### config.mk
export PLATFORM = sky130hd
export DESIGN_NAME = pipe_stage_hs
export DESIGN_NICKNAME = d
export VERILOG_FILES = /design/src/rtl/pipe_stage_hs.sv
export SDC_FILE = /design/constraint.sdc
export NUM_CORES = 1
export LEC_CHECK = 0
export BUFFER_PORTS_ARGS = -buffer_cell sky130_fd_sc_hd__clkbuf_2
export CAP_MARGIN = 20
export CORE_MARGIN = 3
export CORE_UTILIZATION = 40
export DETAILED_ROUTE_END_ITERATION = 6
export PLACE_DENSITY = 0.79
export SLEW_MARGIN = 25
export SYNTH_ARGS = -nofsm -noshare
export SYNTH_HDL_FRONTEND = slang
export SYNTH_SLANG_ARGS = --single-unit
export TNS_END_PERCENT = 1
### constraint.sdc
create_clock -name clk -period 4.7 [get_ports clk]
set_clock_uncertainty 0.1 [all_clocks]
set_input_delay 0.47 -clock clk [delete_from_list [all_inputs] [get_ports clk]]
set_output_delay 0.47 -clock clk [all_outputs]
set_load 0.02 [all_outputs]
### src/rtl/pipe_stage_hs.sv
// pipe_stage_hs: STAGES-deep valid/ready pipeline slice with flush and set_data reset value; ports clk, rst_n, set_data, flush, i_valid/i_ready/data_i (upstream), o_valid/o_ready/data_o (downstream), count (occupancy)
module pipe_stage_hs #(
  parameter int DW = 32,
  parameter int STAGES = 1,
  parameter int CW = $clog2(STAGES + 1)
) (
  input  logic          clk,
  input  logic          rst_n,
  input  logic [DW-1:0] set_data,
  input  logic          flush,
  input  logic          i_valid,
  output logic          i_ready,
  input  logic [DW-1:0] data_i,
  output logic          o_valid,
  input  logic          o_ready,
  output logic [DW-1:0] data_o,
  output logic [CW-1:0] count
);
  logic [STAGES-1:0] valid;
  logic [DW-1:0]     data [STAGES];
  logic [STAGES-1:0] rdy;
  logic [STAGES-1:0] in_v;
  logic [DW-1:0]     src [STAGES];
  logic              in_x;
  logic              out_x;
  genvar g;
  for (g = 0; g < STAGES; g++) begin : g_rdy
    // a stage can load if the output drains or any stage at or after it is empty
    assign rdy[g] = o_ready | ~&valid[STAGES-1:g];
  end
  for (g = 1; g < STAGES; g++) begin : g_src
    assign in_v[g] = valid[g-1];
    assign src[g]  = data[g-1];
  end
  assign i_ready  = rdy[0] & ~flush;
  assign in_v[0]  = i_valid & i_ready;
  assign src[0]   = data_i;
  assign in_x     = in_v[0];
  assign out_x    = valid[STAGES-1] & o_ready;
  assign o_valid  = valid[STAGES-1];
  assign data_o   = data[STAGES-1];
  always_ff @(posedge clk) begin
    if (!rst_n || flush) begin
      valid <= '0;
      count <= '0;
      for (int k = 0; k < STAGES; k++) data[k] <= set_data;
    end else begin
      for (int k = 0; k < STAGES; k++) begin
        if (rdy[k]) begin
          valid[k] <= in_v[k];
          if (in_v[k]) data[k] <= src[k];
        end
      end
      count <= (in_x && !out_x) ? count + CW'(1) : (!in_x && out_x) ? count - CW'(1) : count;
    end
  end
endmodule

==> flow_summary.yaml, run 1 <==
outcome:
  status: "finished, final reports clean"
routing:
  ant_nets: 0
  firstDrtPassIters: 4
  num_vias: 1089
  vias_per_cell: 4.58
  drc_errors: 0
  drt-initial-drc-count: 45
  avgRoutedWirePerCell_um: 14.2
  wl_mm: 3.38
cts:
  cts_buffers: 5
  tritoncts: "built"
  hold_buffers: 0
  clk_latency_ns: 0.27
  clk_path_buf_depth: 2
  post-cts-setup-buffers: 0
  cts.reportedPaths.clkPinSlew_ns: 0.07
  cts_root_buf: "clkbuf_8"
  clock-sinks: 34
  post_cts_resized: 0
  ctsHtreeMaxLevel: 2
synth:
  ys_ff_latch: 34
  synth_cells: 81
  synthAdderAreaFrac: 0
  synth_simple_gate_area_frac: 0.0399
  synth.cell_area_sq_mm: 0.00160
  yosys_warnings: 0
  muxShareOfSynthArea: 0.296
  synth_compound_area_frac: 0.0156
  synthXorXnorAreaFrac: 0
  synth_seq_area_share: 0.625
  yosysUniqueCellTypes: 14
  synth_fp_nets: 150
  avgSynthCellArea_sq_um: 19.8
  synth_top_family_by_area: "multiplexers"
cells_and_area:
  multi_input_area_sq_um: 562
  drive_above_1_share: 0.758
  layoutNonFillerInstCount: 238
  synthToLayoutAreaGrowth_pct: 39.4
  fill_cells: 300
  register_area_sq_mm: 0.00100
  diodes: 0
  final_util: 0.592
  nets: 258
global_routing:
  grt_max_degree: 33
  grt_overflow: 0
  grt_pass1_vias: 1176
  grt_pass1_wl_mm: 5.45
  antenna_found_initial: 0
  track_usage: 0.150
floorplan:
  dieArea_sq_mm: 0.00480
  io_pins: 104
  start_util: 0.424
  core_area_sq_mm: 0.00377
  die_h_um: 69.3
  rows: 22
  fp.dieW_um: 69.3
timing:
  slew_headroom: 0.491
  worst_slack_ns: 2.76
  worst_pin_slew_ns: 0.763
  finalHoldViolations: 0
  setup_viol: 0
  rsz0062_at_grt: "false"
  max_freq_mhz: 514
  drv_slew: 0
  finalSetupTns_ns: 0
  fin_crit_ns: 1.94
  finalCritPeriodShare: 0.414
worst_setup_path:
  critPathArrivalTime_ns: 1.87
  worstPathCellList: "nand2b_2 > nand4b_4 > mux2_4"
  start_kind: "flip-flop"
  ff2ff_setup_slack_ns: 2.76
  cp_slowest_cell: "nand4b_4"
  r2r-start: "o_valid$_SDFFE_PP0N_"
  cp_max_fo: 32
  worst_r2r_path_depth: 3
  path_class: "reg2reg"
  worst_path_largest_cell_delay_ns: 0.61
  end_kind: "flip-flop"
  reg2reg_to: "data[0][3]$_DFFE_PP_"
  critPathRequiredTime_ns: 4.63
placement:
  dp_hpwl_mm: 2.70
  port_buffers: 103
  place_inst: 230
  preCtsSetupSlack_ns: 2.45
  gp_congestion: 0.797
pwr:
  power.share.switching: 0.247
  seq_power_share: 0.522
  vdd_drop_max_uv: 186
  powerDensity_mw_per_mm2: 316
  intPower_uw: 530
  pwr-share-comb: 0.194
  power_frac_clock: 0.285
  p_switching_uw: 174
  total_leakage_power_uw: 0.00115
min_path:
  hp-class: "in2reg"
  min_to: "data[0][23]$_DFFE_PP_"
  hold_depth: 2
  hold_start: "data_i[23]"
job:
  drv_cap: 0
metal layers:
layer  share of wire  vias to the layer above  global-route usage
met5               0                        -                   0
met2            0.53                       62               0.258
li1                -                      527                   -
met1            0.36                      494               0.148
met4           0.022                        0              0.0868
met3           0.087                        6              0.0667
cell type report:
cell class / count / share of cell area
Timing Repair Buffer: 104 / 0.234
Clock buffer: 6 / 0.0325
Multi-Input combinational cell: 43 / 0.252
Inverter: 1 / 0.00168
Sequential cell: 34 / 0.449
Clock inverter: 2 / 0.00393
Tap cell: 48 / 0.0269
synth_stat cells, drive strengths merged:
cell type | instances | area share
a21o | 2 | 0.0094
a21oi | 2 | 0.0063
buf | 3 | 0.021
dfxtp | 2 | 0.025
edfxtp | 32 | 0.60
inv | 1 | 0.0023
mux2 | 32 | 0.30
nand2b | 3 | 0.013
nand3 | 1 | 0.0031
nand3b | 1 | 0.0047
nand4b | 1 | 0.015
nor2b | 1 | 0.0039
how the worst max path moves through the flow:
stage                                        to  slack (ns)                  from
after CTS                 data[0][10]$_DFFE_PP_        2.73  o_valid$_SDFFE_PP0N_
after global placement    data[0][16]$_DFFE_PP_        2.47               o_ready
after detailed placement  data[0][10]$_DFFE_PP_        2.45               o_ready
final                      data[0][3]$_DFFE_PP_        2.76  o_valid$_SDFFE_PP0N_
after floorplan            data[0][0]$_DFFE_PP_        2.43               o_ready
after global routing       data[0][8]$_DFFE_PP_        2.64  o_valid$_SDFFE_PP0N_
placed cells by master (no fill, tap or decap), types with 2 or more instances in the layout:
master	instances
mux2_2	2
a21oi_1	2
clkbuf_8	5
nand2b_1	2
clkbuf_2	103
dfxtp_1	2
edfxtp_1	32
mux2_4	30
a21o_1	2
logic make-up after synthesis:
family,after synthesis
DFF,34
muxes,32
and+or+nand+nor,7
AOI/OAI and AO/OA,4
buffers and inverters,4
worst max-delay path: cells and delay by family, from the launching register on:
family	cells	cell delay, ns
DFF	1	0.34
and+or+nand+nor	2	0.72
muxes	1	0.53
sequential cells by signal, summed over array words and instances, names as in the netlist:
name	flops
data	32
count	1
o_valid	1
per-stage QoR:
stage                     area, sq um  power [uW]  hold WS, ns
after CTS                        2230         715        0.374
after global placement           2150         509        0.370
final                            2230         704        0.389
after floorplan                  1600         454        0.455
after global routing             2230         740        0.370
after detailed placement         2150         513        0.390
power groups by stage:
stage	sequential (uW)	clock (uW)	combinational, uW
CTS	368	209	139
global placement	373	0	135
detailed placement	374	0	139
finish	367	200	136
global route	369	224	146
floorplan	407	0	46.7
No activity file was read; power rests on OpenSTA's default activity.
==> run 2: changes to the inputs <==
==> constraint.sdc (replaced) <==
create_clock -name clk -period 1.8 [get_ports clk]
set_clock_uncertainty 0.1 [all_clocks]
set_input_delay 0.18 -clock clk [delete_from_list [all_inputs] [get_ports clk]]
set_output_delay 0.18 -clock clk [all_outputs]
set_load 0.02 [all_outputs]
==> run 2 against run 1 <==
Compared with the run above: non-clock buffer count is 1 higher; first-iteration DRC count is 31% higher; sequential power grew to 2.6 times the previous value; register-to-register slack worse by 2.5 ns; critical path type unchanged; routed wire length is 2.5% lower; fmax is 28% higher; worst setup slack worse by 2.5 ns; largest cell class unchanged; clock power grew to 2.6 times the previous value.
==> flow_summary.yaml, run 2 (synthesis gave the netlist of run 1 again) <==
job:
  drv_cap: 0
global_routing:
  antenna_found_initial: 0
  gr-usage-met2: 0.227
  grt_pass1_vias: 1106
  grt_pass1_wl_mm: 5.22
  grt_max_degree: 33
  grtUsageMet1: 0.164
  globalRouteMet3Util: 0.0580
  busiest_layer: "met2"
  track_usage: 0.142
  grt_overflow: 0
pwr:
  p_switching_uw: 453
  pwr-share-comb: 0.197
  intPower_uw: 1380
  power.share.switching: 0.247
  seq_power_share: 0.523
  vdd_drop_max_uv: 500
  power_frac_clock: 0.279
  powerDensity_mw_per_mm2: 808
  total_leakage_power_uw: 0.00116
floorplan:
  core_area_sq_mm: 0.00377
  fp.dieW_um: 69.3
  rows: 22
  io_pins: 104
  dieArea_sq_mm: 0.00480
  start_util: 0.424
  die_h_um: 69.3
worst_setup_path:
  worstPathCellList: "nand2b_2 > nor2b_1 > a21o_4"
  cp_max_fo: 32
  end_kind: "flip-flop"
  start_kind: "flip-flop"
  worst_path_largest_cell_delay_ns: 0.40
  cp_slowest_cell: "a21o_4"
  critPathArrivalTime_ns: 1.36
  critPathRequiredTime_ns: 1.64
  path_class: "reg2reg"
timing:
  finalCritPeriodShare: 0.847
  finalHoldViolations: 0
  drv_slew: 0
  holdWs_ns: 0.101
  fin_crit_ns: 1.52
  rsz0062_at_grt: "false"
  finalSetupTns_ns: 0
  worst_slack_ns: 0.275
  setup_viol: 0
  slew_headroom: 0.745
  worst_pin_slew_ns: 0.382
  max_freq_mhz: 656
cells_and_area:
  most-common-layout-cells: "103 x clkbuf_2, 32 x edfxtp_1, 30 x mux2_4"
  nets: 259
  layout_commonest_cell: "clkbuf_2"
  synthToLayoutAreaGrowth_pct: 41.8
  top_register: "data"
  drive_above_1_share: 0.759
  layoutNonFillerInstCount: 239
  diodes: 0
  fill_cells: 310
  largest_reg_flops: 32
cts:
  post-cts-setup-buffers: 0
  cts.reportedPaths.clkPinSlew_ns: 0.07
  post_cts_resized: 0
  hold_buffers: 0
  tritoncts: "built"
  clk_path_buf_depth: 2
  clk_latency_ns: 0.27
  cts_buffers: 5
  ctsHtreeMaxLevel: 2
  clock-sinks: 34
  cts_root_buf: "clkbuf_8"
placement:
  preCtsSetupSlack_ns: 0.271
  gp_congestion: 0.696
  port_buffers: 103
  dp_hpwl_mm: 2.64
  place_inst: 231
routing:
  firstDrtPassIters: 4
  ant_nets: 0
  drt-initial-drc-count: 59
  num_vias: 1100
  vias_per_cell: 4.60
  avgRoutedWirePerCell_um: 13.8
  wl_mm: 3.30
  drc_errors: 0
outcome:
  status: "finished, final reports clean"
min_path:
  hp-class: "in2reg"
run 2: area by class of cell:
cell class,instances,area [sq um],area share
clock buffers,5,68.8,0.0303
inverters,1,3.75,0.00165
clock inverters,3,11.3,0.00496
repair buffers,105,556,0.245
multi-input cells,43,569,0.251
flip-flops and latches,34,1000,0.441
well taps,48,60.1,0.0265
run 2: power groups by stage:
stage | registers, uW | clock network, uW | logic, uW
after floorplan | 1060 | 0 | 124
after global placement | 974 | 0 | 363
after detailed placement | 976 | 0 | 368
after CTS | 960 | 533 | 368
after global routing | 967 | 564 | 388
final | 959 | 512 | 361
run 2: path summary, 6_finish.rpt:
path | startpoint | endpoint | slack [ns] | cells past startpoint
worst min register to register | count$_SDFFE_PP0P_ | count$_SDFFE_PP0P_ | 0.40 | 2
worst max-delay path | o_valid$_SDFFE_PP0N_ | data[0][28]$_DFFE_PP_ | 0.28 | 3
worst min-delay path | set_data[15] | data[0][15]$_DFFE_PP_ | 0.10 | 2
worst max register to register | o_valid$_SDFFE_PP0N_ | data[0][28]$_DFFE_PP_ | 0.28 | 3
run 2: through the flow:
step | area [sq um] | power, uW | utilization
floorplan | 1610 | 1190 | -
global placement | 2190 | 1340 | 0.581
detailed placement | 2190 | 1340 | 0.581
CTS | 2270 | 1860 | 0.602
global route | 2270 | 1920 | 0.602
finish | 2270 | 1830 | 0.602
run 2: metal layers:
metal  routed length, um  vias up
li1                    -      533
met1                1210      496
met2                1680       65
met3                 339        6
met4                  63        0
met5                   0        -
run 2: critical path: cells and delay by family, from the launching register on:
kind             cells  cell delay [ns]
AO/OA/AOI/OAI        1             0.40
flip-flops           1             0.34
AND/OR/NAND/NOR      2             0.34
==> run 3: changes to the inputs <==
--- a/config.mk
+++ b/config.mk
@@ -8,9 +8,9 @@
 export BUFFER_PORTS_ARGS = -buffer_cell sky130_fd_sc_hd__clkbuf_2
 export CAP_MARGIN = 20
 export CORE_MARGIN = 3
-export CORE_UTILIZATION = 40
+export CORE_UTILIZATION = 38
 export DETAILED_ROUTE_END_ITERATION = 6
-export PLACE_DENSITY = 0.79
+export PLACE_DENSITY = 0.78
 export SLEW_MARGIN = 25
 export SYNTH_ARGS = -nofsm -noshare
 export SYNTH_HDL_FRONTEND = slang
==> constraint.sdc (replaced) <==
create_clock -name clk -period 1.27 [get_ports clk]
set_clock_uncertainty 0.1 [all_clocks]
set_input_delay 0.127 -clock clk [delete_from_list [all_inputs] [get_ports clk]]
set_output_delay 0.127 -clock clk [all_outputs]
set_load 0.02 [all_outputs]
==> run 3 against run 2 <==
Compared with the run above: the run now ends with negative setup slack left; worst setup slack got worse by 0.44 ns; global-route usage decreased by 0.68 points; sequential share of layout area decreased by 1.7 points; design area is 4.5% higher; cell count rose by 2.9%; worst hold slack got worse by 0.051 ns; die area is 4.8% higher; power grew 43%; clock power up 38%; utilization rose by 1.4 points; critical path type unchanged; highest routed layer unchanged.
==> flow_summary.yaml, run 3 (synthesis gave the netlist of run 1 again) <==
pwr:
  total_leakage_power_uw: 0.00123
  vdd_drop_max_uv: 586
  powerDensity_mw_per_mm2: 1100
global_routing:
  grt_pass1_wl_mm: 5.18
  track_usage: 0.135
  grt_pass1_vias: 1145
  grt_overflow: 0
  grt_max_degree: 23
  antenna_found_initial: 0
timing:
  finalHoldViolations: 0
  rsz0062_at_grt: "true"
  finalCritPeriodShare: 1.13
  worst_pin_slew_ns: 0.176
  setup_viol: 65
  finalSetupTns_ns: -7.99
  drv_slew: 0
  fin_crit_ns: 1.43
  slew_headroom: 0.883
  max_freq_mhz: 699
  worst_slack_ns: -0.160
min_path:
  hp-class: "in2reg"
  hold_start: "set_data[18]"
  hold_depth: 2
  min_to: "data[0][18]$_DFFE_PP_"
worst_setup_path:
  ff2ff_setup_slack_ns: -0.16
  path_class: "reg2reg"
  critical_path.n_buffers_inverters: 1
  reg2reg_to: "data[0][7]$_DFFE_PP_"
  worstPathCellList: "nand2b_4 > nand4b_4 > buf_12 > mux2_4"
  cp_top_family: "flip-flops"
  start_kind: "flip-flop"
  r2r-start: "o_valid$_SDFFE_PP0N_"
  critPathArrivalTime_ns: 1.35
  critPathRequiredTime_ns: 1.19
  worst_path_largest_cell_delay_ns: 0.35
  cp_slowest_cell: "dfxtp_4"
  worst_r2r_path_depth: 4
  cp_max_fo: 22
  end_kind: "flip-flop"
cells_and_area:
  drive_above_1_share: 0.783
  diodes: 0
  multi_input_area_sq_um: 589
  most-common-layout-cells: "102 x clkbuf_2, 32 x mux2_4, 32 x edfxtp_1"
  fill_cells: 302
  register_area_sq_mm: 0.00100
  top_register: "data"
  nets: 267
  layout_commonest_cell: "clkbuf_2"
  largest_reg_flops: 32
  synthToLayoutAreaGrowth_pct: 48.2
routing:
  drc_errors: 0
  drt-initial-drc-count: 66
  firstDrtPassIters: 4
  num_vias: 1115
  avgRoutedWirePerCell_um: 13.8
  wl_mm: 3.39
  ant_nets: 0
  vias_per_cell: 4.53
placement:
  port_buffers: 103
  dp_hpwl_mm: 2.72
  preCtsSetupSlack_ns: -0.179
  gp_congestion: 0.721
cts:
  hold_buffers: 0
  cts_buffers: 5
  cts_root_buf: "clkbuf_8"
  clk_latency_ns: 0.27
  cts.reportedPaths.clkPinSlew_ns: 0.06
  clock-sinks: 34
  tritoncts: "built"
  ctsHtreeMaxLevel: 2
  post-cts-setup-buffers: 0
  clk_path_buf_depth: 2
outcome:
  failed_checks: "negative setup slack"
  status: "finished with violations"
job:
  drv_cap: 0
floorplan:
  fp.dieW_um: 70.9
  dieArea_sq_mm: 0.00503
  io_pins: 104
  start_util: 0.415
  rows: 22
  die_h_um: 70.9
  core_area_sq_mm: 0.00385
run 3: cell types whose count changed in the layout (fill, tap and decap cells not counted), sizes merged:
cell / before / now
clkinv: 3 / 0
buf: 2 / 11
clkbuf: 108 / 109
run 3: area by class of cell:
type	count	area share
sequential	34	0.424
inverter	1	0.00158
tap	48	0.0253
multi-input combinational	43	0.248
timing repair buffer	113	0.269
clock buffer	7	0.0322
run 3: stage by stage:
| stage | instances | power, uW | util | cell area (sq um) | hold slack (ns) |
|---|---|---|---|---|---|
| detailed placement | 239 | 1930 | 0.591 | 2280 | 0.331 |
| CTS | 246 | 2650 | 0.613 | 2360 | 0.0401 |
| global placement | 239 | 1920 | 0.591 | 2280 | 0.328 |
| global route | 246 | 2740 | 0.616 | 2370 | 0.0352 |
| floorplan | 81 | 1680 | - | 1620 | 0.146 |
| finish | 246 | 2620 | 0.616 | 2370 | 0.0498 |
run 3: timing repair:
item / 4_1_cts / 5_1_grt
setup endpoints to repair: 65 / 65
resized for setup: 2 / 3
gates cloned: 0 / 0
pin swaps: 0 / 0
run 3: worst max path at each step:
stage                          from                    end  slack, ns  cells past startpoint
2_1_floorplan  o_valid$_SDFFE_PP0N_   data[0][0]$_DFFE_PP_      -0.17                      3
3_3_place_gp   o_valid$_SDFFE_PP0N_  data[0][31]$_DFFE_PP_      -0.14                      4
3_5_place_dp   o_valid$_SDFFE_PP0N_  data[0][31]$_DFFE_PP_      -0.18                      4
4_1_cts        o_valid$_SDFFE_PP0N_  data[0][31]$_DFFE_PP_      -0.18                      4
5_1_grt        o_valid$_SDFFE_PP0N_   data[0][1]$_DFFE_PP_      -0.20                      4
6_report       o_valid$_SDFFE_PP0N_   data[0][7]$_DFFE_PP_      -0.16                      4
run 3: layer usage:
layer / track usage / wire length (um) / share of wire / vias to the layer above
li1: - / - / - / 545
met4: 0.0564 / 34 / 0.010 / 0
met2: 0.234 / 1780 / 0.52 / 70
met5: 0 / 0 / 0 / -
met3: 0.0497 / 395 / 0.12 / 2
met1: 0.150 / 1190 / 0.35 / 498
run 3: power breakdown:
part	switching, uW	internal, uW	leakage, uW
sequential	26.7	1330	0.000346
clock	331	376	0.0000383
combinational	263	286	0.000847
